===== src/rtl/calculator_pkg.sv =====
// calculator_pkg: shared widths and the result-drain state type and FIFO depth
package calculator_pkg;
    localparam int ADDR_W = 9;
    localparam int MEM_WORD_SIZE = 64;
    localparam int DRAIN_FIFO_DEPTH = 4;
    typedef enum logic [1:0] {DR_IDLE, DR_READ, DR_DRAIN, DR_DONE} drain_state_t;
endpackage


===== src/rtl/drain_fifo.sv =====
// drain_fifo: synchronous FIFO (WIDTH x DEPTH) buffering words read back from the result SRAMs
//  clk_i, rst_i : clock, synchronous active-high reset (flushes contents)
//  push, din    : write din when push
//  pop, dout    : dout is the head word; pop removes it
//  full, empty  : occupancy flags
//  count        : number of stored words (0..DEPTH)
module drain_fifo
    import calculator_pkg::*;
#(
    parameter int DEPTH = DRAIN_FIFO_DEPTH,
    parameter int WIDTH = MEM_WORD_SIZE,
    localparam int PW = $clog2(DEPTH),
    localparam int CW = PW + 1
)(
    input  logic             clk_i,
    input  logic             rst_i,
    input  logic             push,
    input  logic [WIDTH-1:0] din,
    input  logic             pop,
    output logic [WIDTH-1:0] dout,
    output logic             full,
    output logic             empty,
    output logic [CW-1:0]    count
);
    logic [WIDTH-1:0] mem [DEPTH];
    logic [PW-1:0] wr_ptr, rd_ptr;
    logic do_push, do_pop;
    // a push into a full FIFO is accepted only when the head leaves in the same cycle
    assign do_push = push && (!full || pop);
    assign do_pop = pop && !empty;
    assign full = count == CW'(DEPTH);
    assign empty = count == '0;
    assign dout = mem[rd_ptr];
    always_ff @(posedge clk_i) begin
        if (do_push) mem[wr_ptr] <= din;
    end
    always_ff @(posedge clk_i) begin
        if (rst_i) begin
            wr_ptr <= '0;
            rd_ptr <= '0;
            count <= '0;
        end else begin
            if (do_push) wr_ptr <= wr_ptr + 1'b1;
            if (do_pop) rd_ptr <= rd_ptr + 1'b1;
            count <= count + CW'(do_push) - CW'(do_pop);
        end
    end
endmodule


===== src/rtl/result_drain.sv =====
// result_drain: reads an inclusive SRAM address range and streams the words over valid/ready
//  clk_i, rst_i              : clock, synchronous active-high reset
//  start_i                   : pulse to latch start_addr_i/end_addr_i and begin (ignored unless idle)
//  read_o, r_addr_o          : SRAM port-1 read enable and address
//  r_data_i                  : SRAM read data, valid the cycle after read_o
//  data_o, valid_o, ready_i  : output stream, transfer on valid_o & ready_i
//  busy_o                    : range in progress
//  done_o                    : one-cycle pulse after the final word is accepted
//  last_o                    : final word of the range (only with RESULT_DRAIN_LAST_EN defined)
module result_drain
    import calculator_pkg::*;
#(
    parameter int FIFO_DEPTH = DRAIN_FIFO_DEPTH
)(
    input  logic                     clk_i,
    input  logic                     rst_i,
    input  logic                     start_i,
    input  logic [ADDR_W-1:0]        start_addr_i,
    input  logic [ADDR_W-1:0]        end_addr_i,
    output logic                     read_o,
    output logic [ADDR_W-1:0]        r_addr_o,
    input  logic [MEM_WORD_SIZE-1:0] r_data_i,
    output logic [MEM_WORD_SIZE-1:0] data_o,
    output logic                     valid_o,
    input  logic                     ready_i,
    output logic                     busy_o,
    output logic                     done_o
`ifdef RESULT_DRAIN_LAST_EN
    ,output logic                    last_o
`endif
);
    localparam int CW = $clog2(FIFO_DEPTH) + 1;
    drain_state_t state, state_nx;
    logic [ADDR_W-1:0] addr, remain;
    logic inflight, pop, empty, full, credit;
    logic [CW-1:0] count;
    logic [MEM_WORD_SIZE-1:0] head;
    drain_fifo #(.DEPTH(FIFO_DEPTH), .WIDTH(MEM_WORD_SIZE)) u_fifo (
        .clk_i(clk_i),
        .rst_i(rst_i),
        .push(inflight),
        .din(r_data_i),
        .pop(pop),
        .dout(head),
        .full(full),
        .empty(empty),
        .count(count)
    );
    // count + inflight never exceeds FIFO_DEPTH, so a same-cycle pop always frees a slot and
    // otherwise a slot is free unless the FIFO is full or one short with a word still in flight
    assign credit = pop || !(full || (count == CW'(FIFO_DEPTH - 1) && inflight));
    assign r_addr_o = addr;
    always_ff @(posedge clk_i) begin
        if (rst_i) state <= DR_IDLE;
        else state <= state_nx;
    end
    always_comb begin
        state_nx = state;
        case (state)
            DR_IDLE: state_nx = start_i ? DR_READ : DR_IDLE;
            DR_READ: state_nx = (read_o && remain == '0) ? DR_DRAIN : DR_READ;
            DR_DRAIN: state_nx = (empty && !inflight) ? DR_DONE : DR_DRAIN;
            default: state_nx = DR_IDLE;
        endcase
    end
    always_comb begin
        read_o = (state == DR_READ) && credit;
        busy_o = (state == DR_READ) || (state == DR_DRAIN);
        done_o = state == DR_DONE;
        valid_o = !empty;
        data_o = valid_o ? head : '0;
        pop = valid_o && ready_i;
    end
    always_ff @(posedge clk_i) begin
        if (rst_i) begin
            addr <= '0;
            remain <= '0;
            inflight <= 1'b0;
        end else begin
            inflight <= read_o;
            if (state == DR_IDLE && start_i) begin
                addr <= start_addr_i;
                remain <= end_addr_i - start_addr_i;
            end else if (read_o) begin
                addr <= addr + 1'b1;
                remain <= remain - 1'b1;
            end
        end
    end
`ifdef RESULT_DRAIN_LAST_EN
    // words still to be accepted after the current head; zero marks the head as the final word
    logic [ADDR_W-1:0] left;
    always_ff @(posedge clk_i) begin
        if (rst_i) left <= '0;
        else if (state == DR_IDLE && start_i) left <= end_addr_i - start_addr_i;
        else if (pop) left <= left - 1'b1;
    end
    assign last_o = valid_o && left == '0;
`endif
endmodule


===== config.mk =====
export PLATFORM = sky130hd
export DESIGN_NAME = result_drain
export DESIGN_NICKNAME = d
export VERILOG_FILES = /design/src/rtl/calculator_pkg.sv /design/src/rtl/drain_fifo.sv /design/src/rtl/result_drain.sv
export SDC_FILE = /design/constraint.sdc
export NUM_CORES = 1
export LEC_CHECK = 0
export ABC_AREA = 1
export CAP_MARGIN = 20
export CORE_UTILIZATION = 50
export DETAILED_ROUTE_END_ITERATION = 16
export PLACE_DENSITY_LB_ADDON = 0.08
export SLEW_MARGIN = 20
export SYNTH_ARGS = -nofsm -noshare
export SYNTH_HDL_FRONTEND = slang
export SYNTH_SLANG_ARGS = --single-unit

===== constraint.sdc =====
create_clock -name clk_i -period 4.25 [get_ports clk_i]
set_input_delay 0.6375 -clock clk_i [delete_from_list [all_inputs] [get_ports clk_i]]
set_output_delay 0.6375 -clock clk_i [all_outputs]
set_load 0.05 [all_outputs]

== Word-level counts from Yosys, hierarchy flattened ==
Memories as Yosys holds them, arrays and structs flattened. A register that Yosys moved wholly into a read port is not among the register bits.
Index checks and enable logic that the tools add are counted.
Cells by class
  mux-type cells: 13
  equality and inequality tests: 5
  reduce and logical (&&, ||, !) cells: 20
  add/sub/neg operators: 7
Operators with widths (count)
  two-way mux 64 bit: 1
  two-way mux 9 bit: 4
  adder 9 x 1 -> 9 bit (second input constant): 1
  logical NOT 9 bit: 1
  subtractor 9 x 1 -> 9 bit (second input constant): 1
  subtractor 9 bit: 1
  logical AND 1 bit: 8
  two-way mux 2 bit: 3
  case mux 2 bit (3 select lines): 1
  adder 2 x 1 -> 2 bit (second input constant): 2
  equality test 2 bit (second input constant): 2
  logical NOT 1 bit: 4
  logical OR 1 bit: 4
  two-way mux 1 bit: 4
  adder 3 x 1 -> 3 bit: 1
  equality test 3 x 2 -> 1 bit (second input constant): 1
  equality test 3 bit (second input constant): 1
  logical NOT 3 bit: 1
  subtractor 3 x 1 -> 3 bit: 1
  equality test 2 x 1 -> 1 bit (second input constant): 1
  logical NOT 2 bit: 1
  nonzero test 2 bit: 1
Storage, ports and cells
  memory bits (writable): 256
  logic and storage cells: 53
  output and inout port bits: 77
  memories kept: 1
  bits of input ports: 86
  register bits after elaboration: 28
Memory list
  u_fifo.mem: depth 4, bits a word 64, rd ports 1, clocked after memory_dff 1, wr ports 1, line drain_fifo.sv:25  | logic [WIDTH-1:0] mem [DEPTH];

== Depth between registers and ports, before layout ==
Gate-level depths: netlist of run 1.
  depth in word-level cells: 9
  depth in mapped cells: 12
  depth with buffers taken out: 12

== Hierarchy ==
Synthesis of run 1 repeated with hierarchy kept, for this count alone.
Unflattened totals
  cells, all modules: 1145
  area total of the unflattened synthesis: 12396.9 sq um
Modules (own cells, without submodules)
  drain_fifo: instances 1, seq. area each 7867.5 sq um, cells an instance 690, area an instance 9992.1 sq um
  result_drain: instances 1, seq. area each 420.4 sq um, cells an instance 455, area an instance 2404.8 sq um

== Worst setup path before layout of run 1 ==
Ideal clock, no wire load.
  path type: register to register
  from: register u_fifo.count[2]
  to: memory u_fifo.mem[0][0] (netlist bit), enable pin
  library setup time: 0.487 ns
  clock period less this slack: 4.101 ns
  cell stages (with the launch flop): 7
  path slack: 0.149 ns
  required time: 3.763 ns
  arrival: 3.614 ns
  path through: dfxtp_1 -> inv_2 -> nand3_4 -> nand2_2 -> nand3_1 -> nand2_1 -> nor2_1
On the way
  word-level cells in the longest chain between the ends: 7
  elaborated cells between the ends (all ways): 9
  those cells by class: eq/ne: 1; mux: 2; reduce/logical: 6
RTL lines
  start: declaration: line drain_fifo.sv:23  | output logic [CW-1:0] count
  start signal: assignment: line drain_fifo.sv:45  | count <= count + CW'(do_push) - CW'(do_pop);
  logical NOT 3 bit: line drain_fifo.sv:32  | assign empty = count == '0;
  logical NOT 1 bit: line result_drain.sv:70  | valid_o = !empty;
  named net valid_o: line result_drain.sv:24  | output logic valid_o,
  logical AND 1 bit: line result_drain.sv:72  | pop = valid_o && ready_i;
  logical OR 1 bit: line drain_fifo.sv:29  | assign do_push = push && (!full || pop);
  logical AND 1 bit: line drain_fifo.sv:29
  two-way mux 1 bit: line drain_fifo.sv:35  | if (do_push) mem[wr_ptr] <= din;
  two-way mux 1 bit (not written as such): line drain_fifo.sv:35
  end: declaration: line drain_fifo.sv:25
The timed path passes the listed nets, and every way through them passes these cells.

==> results.json, run 1 <==
{
  "status": "complete, no violations",
  "die-area_um2": 24800,
  "syn_inst": 1104,
  "nNetsFinal": 1366,
  "min_path_type": "flop to flop",
  "synth_fp_nets": 1213,
  "grt_use_met2_pct": 35.4,
  "synth_area_um2": 12100,
  "cts_made_buffers": 29,
  "period_needed_ns": 3.75,
  "criticalPathCategory": "flop to primary output",
  "critical-path-slowest-cell": "dfxtp_4",
  "dr.pass1.iters": 5,
  "io_pins": 163,
  "fin_tns_setup_ns": 0,
  "ys_warn_count": 0,
  "via_per_inst": 5.15,
  "antenna_found_initial": 1,
  "clk_latency_ns": 0.54,
  "wl_um": 26200,
  "r2r_start": "u_fifo.count[2]",
  "worst_clock_skew_ns": 0.0223,
  "overflow": 0,
  "use_met3_pct": 3.99,
  "final_common_cell": "nor2_1",
  "worstMarginPinSlew_ns": 0.855,
  "cts_root_buf": "clkbuf_16",
  "fp.dieH_um": 158,
  "finalSetupViolCount": 0,
  "cp_common_cell": "nor2_1",
  "cts_tree": "built",
  "cts_buffer_depth": 3,
  "rsz0062_at_grt": "false",
  "area_delta_synth_final_pct": 23.7,
  "max-slew-margin-rel_pct": 43.0,
  "grt_pass1_wl_um": 40900,
  "cp-end-kind": "primary output",
  "core_um2": 23600,
  "critPathLaunchType": "flop",
  "start_util_pct": 51.2,
  "busiest_layer": "met2",
  "cpPeakStageDelay_ns": 0.88,
  "hpwlAfterDp_um": 14900,
  "drtIter0Drc": 507,
  "cts_sinks": 286,
  "fmax_ghz": 0.267,
  "synth-seq-area-share_pct": 68.5,
  "htree_levels": 1,
  "slew_viol_final": 0,
  "cp_num_buf_inv": 2,
  "path_clk_slew_ns": 0.06,
  "leakage_nw": 5.33,
  "place_congestion": 0.802,
  "crit_family": "buffers and inverters",
  "final_cell_mix": "284 x nor2_1, 256 x edfxtp_1, 160 x clkdlybuf4s50_1",
  "via_count": 8233,
  "cp_max_fo": 74,
  "ctsHoldBuffers": 0,
  "cp_cell_sequence": "buf_12 -> nor2_1 -> nor2_1 -> o21ai_0 -> a21oi_1 -> clkdlybuf4s50_1",
  "ys_ff_latch": 286,
  "ctsResizeCount": 0,
  "hp-start": "u_fifo.rd_ptr[1]",
  "required_ns": 3.61,
  "synth_cell_type_count": 31,
  "cap_violations": 0,
  "post-route-period-util_pct": 88.3,
  "drive_above_1_share_pct": 6.88,
  "grt_use_total_pct": 21.3,
  "port_buffers": 162,
  "avgRoutedWirePerCell_um": 16.4,
  "grt_use_met1_pct": 28.9,
  "rows": 56,
  "utilization_pct": 63.4,
  "cts_setup_buffers": 0,
  "final_antenna_net_count": 0,
  "drcViolationCount": 0,
  "grt_pass1_vias": 7939,
  "hold_violations": 0,
  "grt_max_degree": 87,
  "ir_worst_vdd_mv": 0.461,
  "cp.arrival_ns": 3.11,
  "die_w_um": 158,
  "synth_area_per_cell_um2": 11.0,
  "p_per_area_nw_per_um2": 618
}
## synthesized netlist by cell type
cell type	instances	share of area [%]
inv_1	59	1.8
xnor2_1	3	0.22
a21oi_1	88	3.6
edfxtp_1	256	64
nand3_1	28	1.2
nand3b_1	2	0.12
o21bai_1	1	0.062
nor3_2	1	0.083
nand3_4	1	0.14
nand2_4	2	0.19
buf_8	1	0.12
o21ai_0	150	6.2
a21oi_2	8	0.58
nor3_1	1	0.041
buf_2	17	0.70
inv_4	1	0.052
or2_2	1	0.052
inv_2	6	0.19
clkbuf_1	25	0.78
dfxtp_1	30	5.0
o21ai_1	4	0.17
buf_1	11	0.34
fa_1	2	0.33
nor2_1	288	8.9
xor2_1	3	0.22
nand4_1	3	0.16
nand2_2	6	0.31
buf_6	1	0.093
nand2_1	83	2.6
nor2_2	1	0.052
ha_1	21	2.2
## worst paths after layout
check	to	slack, ns	depth (start not counted)
max	data_o[56]	0.50	6
min	flop	0.46	2
max reg2reg	u_fifo.mem[3][25]	1.94	7
min reg2reg	flop	0.46	2
## flip-flops by register name, indices dropped and copies added, names as in the netlist, named ones only
signal,flops
r_addr_o,9
u_fifo.count,3
u_fifo.mem,256
state,2
inflight,1
u_fifo.wr_ptr,2
remain,9
u_fifo.rd_ptr,2
## metrics by stage
step / setup slack (ns) / cells / area [um^2] / power, W / hold slack (ns)
2_1_floorplan: 0.149 / 1104 / 12100 / 0.00580 / 0.436
3_3_place_gp: 1.06 / 1545 / 14100 / 0.00694 / 0.447
3_5_place_dp: 1.02 / 1545 / 14100 / 0.00697 / 0.456
4_1_cts: 0.438 / 1599 / 15000 / 0.00933 / 0.467
5_1_grt: 0.264 / 1600 / 15000 / 0.00971 / 0.490
6_report: 0.498 / 1600 / 15000 / 0.00926 / 0.465
## power by group
part / switching [W] / total (W) / internal, W
Combinational: 0.00243 / 0.00352 / 0.00109
Sequential: 0.000152 / 0.00339 / 0.00323
Clock: 0.00101 / 0.00235 / 0.00134
Total: 0.00359 / 0.00926 / 0.00566
## worst min-delay path, stage by stage (launching register included)
cell and delay [ns]:
dfxtp_1 0.29, inv_1 0.06, a21oi_1 0.07
## cells by family (layout without fill, tap and decap cells)
kind of cell,count (synthesis),after routing,synth area share (%)
xor gates and xnor gates,6,6,0.434
DFF,286,286,68.5
adders and majority gates,23,23,2.50
buffers and inverters,121,297,4.11
AOI/OAI and AO/OA,251,251,10.7
and+or+nand+nor,417,417,13.8
other,0,1,0
## routing by layer
metal | vias up | wire length [um]
met5 | - | 0
met4 | 0 | 405
met3 | 36 | 1400
met2 | 191 | 12500
met1 | 3889 | 11900
li1 | 4117 | -
## layout make-up
class | count | area [um^2]
Sequential cell | 286 | 8290
Antenna cell | 1 | 2.50
Tap cell | 319 | 399
Timing Repair Buffer | 177 | 1800
Fill cell | 1892 | 8640
Clock buffer | 42 | 785
Multi-Input combinational cell | 697 | 3350
Inverter | 66 | 250
Clock inverter | 12 | 93.8
(Power assumes the default switching activity.)
==> run 2: changes to the inputs <==
--- a/config.mk
+++ b/config.mk
@@ -6,7 +6,7 @@
 export NUM_CORES = 1
 export LEC_CHECK = 0
 export ABC_AREA = 1
-export CAP_MARGIN = 20
+export CAP_MARGIN = 0
 export CORE_UTILIZATION = 50
 export DETAILED_ROUTE_END_ITERATION = 16
 export PLACE_DENSITY_LB_ADDON = 0.08
==> results of run 2 <==
Final layout, timing and power as in run 1 (identical DEF).
